### src/rtl/ponylink_crc32_check.sv
// rtl/ponylink_crc32_check.sv - receive-side CRC-32 frame checker
// Strips the trailing 4 CRC bytes, forwards the payload and reports a per-frame verdict.
module ponylink_crc32_check #(
  parameter int unsigned MAX_PAYLOAD = 1024,
  parameter int unsigned LEN_BITS    = 16
) (
  input  logic                clk,
  input  logic                rst,
  input  logic                in_valid,
  output logic                in_ready,
  input  logic [7:0]          in_data,
  input  logic                in_last,
  input  logic                abort,
  output logic                out_valid,
  input  logic                out_ready,
  output logic [7:0]          out_data,
  output logic                out_last,
  output logic                frame_done,
  output logic                frame_ok,
  output logic                frame_err_short,
  output logic                frame_err_long,
  output logic [LEN_BITS-1:0] frame_len
);

  localparam logic [1:0] IDLE   = 2'd0;
  localparam logic [1:0] FILL   = 2'd1;
  localparam logic [1:0] STREAM = 2'd2;
  localparam logic [1:0] REPORT = 2'd3;

  localparam logic [31:0] POLY     = 32'h04C11DB7;
  localparam logic [31:0] CRC_INIT = 32'hFFFFFFFF;

  logic [1:0]          state_q, state_d;
  logic [2:0]          fc_q, fc_d;
  logic [3:0][7:0]     sr_q, sr_d;
  logic [31:0]         crc_q, crc_d;
  logic [LEN_BITS-1:0] len_q, len_d;
  logic                short_q, short_d;
  logic                long_q, long_d;
  logic                ov_q, ov_d;
  logic [7:0]          od_q, od_d;
  logic                ol_q, ol_d;
  logic                run_q;
  logic                accept;
  logic                report_exit;

  // MSB-first, unreflected; must stay bit-identical to the transmit generator
  function automatic logic [31:0] crc_byte(input logic [31:0] c, input logic [7:0] d);
    logic [31:0] r;
    r = c;
    for (int i = 7; i >= 0; i--) begin
      if (r[31] ^ d[i]) r = {r[30:0], 1'b0} ^ POLY;
      else              r = {r[30:0], 1'b0};
    end
    return r;
  endfunction

  assign in_ready    = run_q && (state_q != REPORT) && (!ov_q || out_ready);
  assign accept      = in_valid && in_ready;
  // Hold REPORT until the out_last byte has left so the verdict trails it
  assign report_exit = (state_q == REPORT) && !ov_q;

  always_comb begin
    state_d = state_q;
    fc_d    = fc_q;
    sr_d    = sr_q;
    crc_d   = crc_q;
    len_d   = len_q;
    short_d = short_q;
    long_d  = long_q;
    ov_d    = ov_q && !out_ready;
    od_d    = od_q;
    ol_d    = ol_q;
    if (abort || report_exit) begin
      state_d = IDLE;
      fc_d    = 3'd0;
      crc_d   = CRC_INIT;
      len_d   = '0;
      short_d = 1'b0;
      long_d  = 1'b0;
    end else if (accept) begin
      sr_d = {in_data, sr_q[3:1]};
      if (fc_q == 3'd4) begin
        ov_d  = 1'b1;
        od_d  = sr_q[0];
        ol_d  = in_last;
        crc_d = crc_byte(crc_q, sr_q[0]);
        if (len_q != '1) len_d = len_q + 1'b1;
        if (32'(len_d) > MAX_PAYLOAD) long_d = 1'b1;
      end else begin
        fc_d = fc_q + 3'd1;
      end
      if (in_last) begin
        state_d = REPORT;
        short_d = (fc_q != 3'd4);
      end else if (fc_d == 3'd4) begin
        state_d = STREAM;
      end else begin
        state_d = FILL;
      end
    end
  end

  always_ff @(posedge clk or posedge rst) begin
    if (rst) begin
      state_q <= IDLE;
      fc_q    <= 3'd0;
      sr_q    <= '0;
      crc_q   <= CRC_INIT;
      len_q   <= '0;
      short_q <= 1'b0;
      long_q  <= 1'b0;
      ov_q    <= 1'b0;
      od_q    <= 8'd0;
      ol_q    <= 1'b0;
      run_q   <= 1'b0;
    end else begin
      state_q <= state_d;
      fc_q    <= fc_d;
      sr_q    <= sr_d;
      crc_q   <= crc_d;
      len_q   <= len_d;
      short_q <= short_d;
      long_q  <= long_d;
      ov_q    <= ov_d;
      od_q    <= od_d;
      ol_q    <= ol_d;
      run_q   <= 1'b1;
    end
  end

  assign out_valid       = ov_q;
  assign out_data        = od_q;
  assign out_last        = ol_q;
  assign frame_done      = report_exit && !abort;
  assign frame_ok        = frame_done && (sr_q == crc_q) && !short_q && !long_q;
  assign frame_err_short = frame_done && short_q;
  assign frame_err_long  = frame_done && long_q;
  assign frame_len       = len_q;

endmodule
### config.mk
export PLATFORM = sky130hd
export DESIGN_NAME = ponylink_crc32_check
export DESIGN_NICKNAME = d
export VERILOG_FILES = /design/src/rtl/ponylink_crc32_check.sv
export SDC_FILE = /design/constraint.sdc
export NUM_CORES = 1
export LEC_CHECK = 0
export CAP_MARGIN = 20
export CORE_MARGIN = 3
export CORE_UTILIZATION = 63
export CTS_CLUSTER_DIAMETER = 150
export DETAILED_ROUTE_END_ITERATION = 10
export PLACE_DENSITY = 0.85
export SYNTH_ARGS = -nofsm -noshare
export SYNTH_HDL_FRONTEND = slang
export SYNTH_SLANG_ARGS = --single-unit
### constraint.sdc
create_clock -name clk -period 4.7 [get_ports clk]
set_input_delay 0.94 -clock clk [delete_from_list [all_inputs] [get_ports clk]]
set_output_delay 0.94 -clock clk [all_outputs]
set_load 0.03 [all_outputs]
==> metrics.md, run 1 <==
| Metric | Value |
|---|---|
| Outcome | finished clean |
| RD Place Congestion | 0.901 |
| Post-Syn Nets | 532 |
| Syn Std Cell Area | 0.00536 sq mm |
| Vias | 3991 |
| TritonCTS Buffers | 9 |
| Drt via density | 6.00 |
| Vias in the first global route | 3917 |
| CTS Buffer Depth | 2 |
| Initial Util | 0.649 |
| Hold Path Class | reg -> reg |
| Seq cells post-synth | 98 |
| IO Count | 45 |
| Largest family of logic cells by synthesized area | XOR/XNOR gates |
| Nets@finish | 572 |
| Hpwl dp | 8380 um |
| Post-synth top flop | dfrtp_1 |
| H-tree levels | 3 |
| Pre-CTS setup slack | 0.565 ns |
| Max frequency | 0.243 GHz |
| Final setup viols | 0 |
| GR Layer Usage met3 | 0.0457 |
| RSZ-0062 raised after global routing | no |
| Simple-gate share of the synthesized area | 0.143 |
| M1 GR Usage | 0.360 |
| Compound-Gate Fraction of Synth Area | 0.0868 |
| Root buf cell | clkbuf_8 |
| Setup bufs post-CTS | 0 |
| Post-layout util | 0.739 |
| CTS Hold Bufs | 0 |
| Chip height | 98.2 um |
| Fin crit share | 0.874 |
| Avg Inst Size Synth | 10.4 sq um |
| Area of the die | 0.00965 sq mm |
| Mapped Cells | 515 |
| Fill cells | 611 |
| Drt pass-1 iters | 4 |
| Max FO, Critical Path | 4 |
| R2R setup slack | 2.02 ns |
| Die width | 98.2 um |
| Yosys warning count | 0 |
| Sequential area share after synthesis | 0.465 |
| Post-route insts no fill | 665 |
| Dpl cells | 649 |
| Core area | 0.00826 sq mm |
| First-pass GRT wire length | 20000 um |
| Buffers added on ports | 44 |
| Routed Antenna Nets | 0 |
| Kind of critical path | in -> out |
| Final wirelength | 12000 um |
| Clock Latency Late Sink | 0.38 ns |
| Area growth syn-to-layout | 13.8% |
| Pins Over Slew Limit | 0 |
| GRT Total Usage | 0.260 |
| Total grt overflow | 0 |
| EDFF count, synth | 0 |
| CTS tree | built |
| Ant. Diodes | 0 |
| CP Capture Type | output port |
| Share of post-route cells with drive strength above 1 | 0.189 |
| Multi-input logic area | 0.00276 sq mm |
| Row count | 33 |
| Worst Path Required | 3.76 ns |
| Total leakage power | 2.41 nW |
| GR peak layer | met2 |
| Synth async-reset ratio | 1.00 |
| Drt drc | 0 |
| Largest net degree at the start of global routing | 54 |
| CP Launch Type | input pin |
| Initial DRC Count | 191 |
| Post-CTS Resized | 0 |
| DR WL/cell | 18.0 um |
| Initial antenna violation count | 0 |
| Clock Skews | 0.0145 ns |
| Power density cells | 497 mW/mm^2 |
| CTS Sinks | 98 |
| Setup_tns | 0 ns |
| Final min period | 4.11 ns |
| Adder and majority gate portion of the synthesized area | 0.00700 |
| VDD IR-drop max | 291 uV |
| Register area | 0.00249 sq mm |
| Clk pin slew, worst setup/hold paths | 0.10 ns |
| Max-cap violations | 0 |
| Worst-Margin Slew | 0.917 ns |
| Fin. Hold Viols | 0 |
| Synth unique cells | 51 |
| Relative slew slack | 0.383 |
| Worst setup margin | 0.593 ns |
| Xor and xnor fraction of the mapped netlist area | 0.199 |
| Arrival time at the worst endpoint | 3.17 ns |
| Met2 Track Usage GR | 0.411 |
| Mux contribution to synthesized area | 0.0768 |
-- cell families after synthesis --
logic type | Yosys count
buffers and inverters | 29
XOR/XNOR | 107
adder cells (fa/ha/maj) | 3
multiplexers | 37
flip-flops | 98
other | 1
AND/OR/NAND/NOR | 163
AO/OA/AOI/OAI | 77
-- per-stage QoR --
stage / hold WS, ns / area (sq um) / total power, mW
4_1_cts: 0.488 / 6100 / 3.03
6_report: 0.485 / 6100 / 3.03
2_1_floorplan: 0.488 / 5360 / 2.23
3_3_place_gp: 0.458 / 5920 / 2.48
3_5_place_dp: 0.464 / 5920 / 2.51
5_1_grt: 0.506 / 6100 / 3.18
-- cells in the mapped netlist (8+ instances only) --
library cell	number	area [sq um]
nand4_1	12	75.1
dfstp_2	32	841
nand3_1	11	55.1
o21ai_0	16	80.1
clkbuf_1	16	60.1
nor2_1	46	173
xnor2_1	63	552
nor3_1	9	45.0
xor2_1	32	280
nand2_1	57	214
a21oi_1	35	175
nor4_1	8	50.1
mux2_2	33	372
dfrtp_1	66	1650
-- layout by cell type (no fill, tap or decap), types with 2 or more instances in the layout --
cell type	instances
mux2_2	33
clkdlybuf4s50_1	44
clkbuf_8	9
dfstp_2	32
nand4_1	12
or4_1	2
xor2_4	2
o21ai_0	16
o22ai_1	3
and4_1	2
nor3_1	8
inv_1	6
o211ai_1	4
nor4_1	8
a21oi_1	35
clkinvlp_4	2
ha_1	3
and3_1	2
and2_1	3
a41oi_1	2
o31ai_1	3
mux2i_1	4
nand2_1	57
o311ai_0	2
xnor2_1	63
clkinv_4	3
nand3_1	11
a2111oi_0	2
xor2_1	32
xnor2_2	7
nor2_1	45
dfrtp_1	66
buf_4	6
nand4_2	2
o2111ai_1	2
or3_1	3
-- path summary, 6_finish.rpt --
| kind | startpoint | end | cells past startpoint |
|---|---|---|---|
| max | abort | frame_ok | 5 |
| max in group asynchronous | rst | crc_q[17] | 3 |
| max reg2reg | frame_len[0] | frame_len[7] | 7 |
| min in group asynchronous | rst | fc_q[0] | 2 |
| min reg2reg | out_data[5] | out_data[5] | 2 |
| min | out_data[5] | out_data[5] | 2 |
-- area by class of cell --
class,count,share of cell area
clock buffers,10,0.0209
clock inverters,6,0.00861
inverters,7,0.00472
multi-input cells,388,0.453
flip-flops and latches,98,0.409
well taps,105,0.0215
repair buffers,51,0.0829
-- flip-flops by register name, summed over array words and instances, names as in the netlist --
signal / count
crc_q: 32
fc_q: 3
frame_len: 16
long_q: 1
out_data: 8
out_last: 1
out_valid: 1
run_q: 1
short_q: 1
sr_q: 32
state_q: 2
-- power by group --
part / total (mW) / switching [mW] / internal, mW
registers: 1.10 / 0.142 / 0.954
clock network: 0.513 / 0.314 / 0.199
logic: 1.42 / 0.737 / 0.686
-- per-layer routing --
| layer | routed length, um | vias to the layer above |
|---|---|---|
| li1 | - | 1849 |
| met1 | 5250 | 1981 |
| met2 | 5770 | 143 |
| met3 | 723 | 18 |
| met4 | 235 | 0 |
| met5 | 0 | - |
-- critical path, cell delays in order --
cell	delay [ns]
clkdlybuf4s50_1	0.45
nor3_1	0.47
nand4_1	0.20
nor4_1	0.37
clkdlybuf4s50_1	0.73
Power figures use the tool's default switching activity.
==> inputs of run 2 (changes only) <==
Settings changed: CELL_PAD_IN_SITES_DETAIL_PLACEMENT from default to 1, CELL_PAD_IN_SITES_GLOBAL_PLACEMENT from default to 2, CORE_UTILIZATION 63 to 41, CTS_BUF_LIST from default to sky130_fd_sc_hd__clkbuf_16, PLACE_DENSITY 0.85 to 0.84, TNS_END_PERCENT from default to 100.
==> run 2 against run 1 <==
Net effect: sequential cell count stayed put; non-clock buffer count is 3 higher; highest routed layer unchanged; via count fell by 1.3%; largest power group unchanged.
==> metrics.md, run 2 (synthesized netlist as in run 1, its figures left out) <==
| Metric | Value |
|---|---|
| Row count | 41 |
| CTS Hold Bufs | 0 |
| Outcome | finished clean |
| Setup crit end | frame_ok |
| Share of post-route cells with drive strength above 1 | 0.192 |
| Worst Path Required | 3.76 ns |
| Largest net degree at the start of global routing | 51 |
| Vias | 3938 |
| Worst-Margin Slew | 0.772 ns |
| Final wirelength | 13500 um |
| H-tree levels | 3 |
| Final min period | 3.89 ns |
| Dpl cells | 719 |
| R2R setup slack | 2.00 ns |
| Max-cap violations | 0 |
| RD Place Congestion | 0.842 |
| Worst setup margin | 0.808 ns |
| Setup_tns | 0 ns |
| First-pass GRT wire length | 22700 um |
| CP Capture Type | output port |
| RSZ-0062 raised after global routing | no |
| Most frequent cells in the layout | 66 x dfrtp_1, 63 x xnor2_1, 57 x nand2_1, 45 x nor2_1, 44 x clkdlybuf4s50_1 |
| Initial DRC Count | 145 |
| Total grt overflow | 0 |
| Final setup viols | 0 |
| Relative slew slack | 0.480 |
| Ant. Diodes | 0 |
| Kind of critical path | in -> out |
| Initial antenna violation count | 0 |
| Worst setup startpoint | abort |
| Clock Skews | 0.0111 ns |
| Post-DP Area | 0.00601 sq mm |
| Post-CTS Resized | 0 |
| TritonCTS Buffers | 9 |
| Power density cells | 510 mW/mm^2 |
| Nets@finish | 575 |
| Total leakage power | 2.47 nW |
| CP Launch Type | input pin |
| Most common cell after layout, fill and taps aside | dfrtp_1 |
| Chip height | 120 um |
| Hold Startpoint | out_last |
| Fin. Hold Viols | 0 |
| Area growth syn-to-layout | 17.2% |
| CTS Sinks | 98 |
| Routed Antenna Nets | 0 |
| Buffers added on ports | 44 |
| Drt pass-1 iters | 4 |
| Clk pin slew, worst setup/hold paths | 0.06 ns |
| CTS tree | built |
| GRT Total Usage | 0.201 |
| Worst R2R Start | frame_len[0] |
| Vias in the first global route | 4119 |
| Clock Latency Late Sink | 0.35 ns |
| Max FO, Critical Path | 4 |
| IO Count | 45 |
| Pre-CTS setup slack | 0.774 ns |
| Root buf cell | clkbuf_16 |
| Arrival time at the worst endpoint | 2.95 ns |
| Max frequency | 0.257 GHz |
| Drt via density | 5.36 |
| Reg-to-reg endpoint | long_q |
| Hpwl dp | 9790 um |
| Initial Util | 0.421 |
| Cell area after layout | 0.00628 sq mm |
| Post-route insts no fill | 735 |
| Hold Path Class | reg -> reg |
| Drt drc | 0 |
| Pins Over Slew Limit | 0 |
| VDD IR-drop max | 228 uV |
| Design Power | 3.21 mW |
| CTS Buffer Depth | 2 |
| Setup bufs post-CTS | 0 |
| Die width | 120 um |
| Core area | 0.0127 sq mm |
| DR WL/cell | 18.4 um |
| Fin crit share | 0.828 |
| R2R cell count | 7 |
| Area of the die | 0.0145 sq mm |
[run 2: power by group]
part           internal (mW)  switching (mW)
sequential             0.955           0.139
clock                  0.354           0.320
combinational          0.686           0.752
total                   2.00            1.21
[run 2: worst max-delay path, cell delays in order]
cell and delay [ns]:
clkdlybuf4s50_1 0.44, nor3_1 0.19, buf_4 0.17, nand4_1 0.13, nor4_1 0.35, clkdlybuf4s50_1 0.73
[run 2: routing by layer]
layer | vias up | routed length (um) | global-route usage
met5 | - | 0 | 0
li1 | 1870 | - | -
met4 | 0 | 162 | 0.0510
met1 | 2005 | 6420 | 0.289
met2 | 52 | 6460 | 0.316
met3 | 11 | 449 | 0.0365
[run 2: area by class of cell]
cell class,count,area (sq um)
clock buffer,9,225
clock inverter,7,40.0
fill,1440,6440
inverter,7,28.8
multi-input combinational,388,2760
sequential,98,2490
tap,172,215
timing repair buffer,54,515
[run 2: worst min path at each step]
stage | endpoint | slack [ns] | cells past startpoint
6_report | out_last | 0.47 | 2
5_1_grt | out_data[0] | 0.52 | 2
4_1_cts | out_last | 0.48 | 2
3_5_place_dp | out_data[6] | 0.46 | 2
3_3_place_gp | out_data[7] | 0.46 | 2
2_1_floorplan | crc_q[0] | 0.49 | 2
[run 2: per-stage QoR]
stage	hold WS (ns)	util
finish	0.474	0.494
floorplan	0.488	-
global placement	0.459	0.473
global route	0.523	0.494
detailed placement	0.462	0.473
CTS	0.479	0.494
==> inputs of run 3 (changes only) <==
Settings changed: CORE_UTILIZATION 41 to 34, PLACE_DENSITY 0.84 to 0.74.
Clock period 4.7 ns to 3.4 ns, I/O delays scaled along.
==> run 3 against run 2 <==
Net effect: wire length is 3.7% higher; critical path depth rose by 1; sequential power rose by 39%; largest power group unchanged.
==> metrics.md, run 3 (synthesized netlist as in run 1, its figures left out) <==
| Metric | Value |
|---|---|
| Buffers added on ports | 44 |
| Clk pin slew, worst setup/hold paths | 0.07 ns |
| Fin crit share | 0.922 |
| Clock Latency Late Sink | 0.35 ns |
| Fin. Hold Viols | 0 |
| Post-layout util | 0.417 |
| Max-cap violations | 0 |
| Arrival time at the worst endpoint | 2.45 ns |
| First-pass GRT wire length | 23600 um |
| RD Place Congestion | 0.787 |
| H-tree levels | 3 |
| Final min period | 3.13 ns |
| Die width | 132 um |
| Most frequent cells in the layout | 66 x dfrtp_1, 63 x xnor2_1, 57 x nand2_1, 45 x nor2_1, 43 x clkdlybuf4s50_1 |
| Post-CTS Resized | 0 |
| Pre-CTS setup slack | 0.194 ns |
| Fill cells | 1728 |
| Register area | 0.00249 sq mm |
| Worst-Margin Slew | 0.951 ns |
| Initial DRC Count | 181 |
| Final setup viols | 0 |
| CTS Buffer Depth | 2 |
| CP Launch Type | input pin |
| Root buf cell | clkbuf_16 |
| Sw Pwr | 1.71 mW |
| VDD IR-drop max | 318 uV |
| Post-route insts no fill | 778 |
| Register share of total power | 0.340 |
| Kind of critical path | in -> out |
| Power density cells | 700 mW/mm^2 |
| Worst R2R Start | frame_len[0] |
| Cell Int Power | 2.77 mW |
| Hpwl dp | 9940 um |
| Chip height | 132 um |
| Outcome | finished clean |
| Total grt overflow | 0 |
| R2R cell count | 7 |
| Final wirelength | 14000 um |
| CTS Hold Bufs | 0 |
| Worst setup startpoint | abort |
| Relative slew slack | 0.360 |
| Hold WS | 0.477 ns |
| Share of post-route cells with drive strength above 1 | 0.198 |
| Row count | 45 |
| GRT Total Usage | 0.170 |
| Area of the die | 0.0173 sq mm |
| Combinational share of power | 0.450 |
| CP Capture Type | output port |
| Sw Share | 0.381 |
| Setup crit end | frame_ok |
| Post-DP Area | 0.00612 sq mm |
| Multi-input logic area | 0.00277 sq mm |
| Pins Over Slew Limit | 0 |
| Clock power frac | 0.210 |
| TritonCTS Buffers | 9 |
| Largest net degree at the start of global routing | 48 |
| Vias in the first global route | 4209 |
| CTS tree | built |
| Core area | 0.0153 sq mm |
| Initial antenna violation count | 0 |
| Reg-to-reg endpoint | long_q |
| Nets@finish | 579 |
| R2R setup slack | 0.74 ns |
| Hold Path Class | reg -> reg |
| Drt pass-1 iters | 4 |
| Routed Antenna Nets | 0 |
| Hold Path Stages | 2 |
| IO Count | 45 |
| Vias | 3944 |
| Design Power | 4.47 mW |
| Most common cell after layout, fill and taps aside | dfrtp_1 |
| Drt via density | 5.07 |
| Setup bufs post-CTS | 0 |
| Clock Skews | 0.00748 ns |
| Max frequency | 0.319 GHz |
| Worst setup margin | 0.266 ns |
| Worst Path Required | 2.72 ns |
| DR WL/cell | 18.0 um |
| Ant. Diodes | 0 |
| Drt drc | 0 |
| Cell area after layout | 0.00638 sq mm |
| Setup_tns | 0 ns |
| RSZ-0062 raised after global routing | no |
| Dpl cells | 762 |
| Initial Util | 0.350 |
| Max FO, Critical Path | 4 |
| Total leakage power | 2.49 nW |
| Area growth syn-to-layout | 19.1% |
| CTS Sinks | 98 |
[run 3: final cells by class]
cell class                      count  area share
Tap cell                          211      0.0414
Sequential cell                    98       0.390
Clock inverter                      7     0.00588
Clock buffer                        9      0.0353
Timing Repair Buffer               58      0.0890
Multi-Input combinational cell    388       0.434
Inverter                            7     0.00451
[run 3: per-layer routing]
layer | global-route usage | part of all wire | vias up
met5 | 0 | 0 | -
met4 | 0.0578 | 0.017 | 0
met3 | 0.0314 | 0.028 | 15
met2 | 0.266 | 0.47 | 54
met1 | 0.237 | 0.48 | 2000
li1 | - | - | 1875
[run 3: worst min path at each step]
stage / end / startpoint / slack (ns)
6_report: out_data[5] / out_data[5] / 0.48
4_1_cts: out_data[2] / out_data[2] / 0.48
3_5_place_dp: out_data[5] / out_data[5] / 0.47
2_1_floorplan: crc_q[0] / crc_q[0] / 0.49
3_3_place_gp: out_data[2] / out_data[2] / 0.47
5_1_grt: out_data[2] / out_data[2] / 0.51
[run 3: power groups by stage]
stage | logic (mW) | clock network, mW | registers (mW)
floorplan | 1.60 | 0 | 1.47
global placement | 2.00 | 0 | 1.54
detailed placement | 2.02 | 0 | 1.54
CTS | 2.04 | 0.969 | 1.52
global route | 2.21 | 1.02 | 1.55
finish | 2.01 | 0.939 | 1.52
[run 3: critical path, cell delays in order]
cell	delay, ns
clkdlybuf4s50_1	0.45
nor3_1	0.36
buf_4	0.19
nand4_1	0.10
nor4_1	0.37
buf_4	0.18
buf_12	0.11
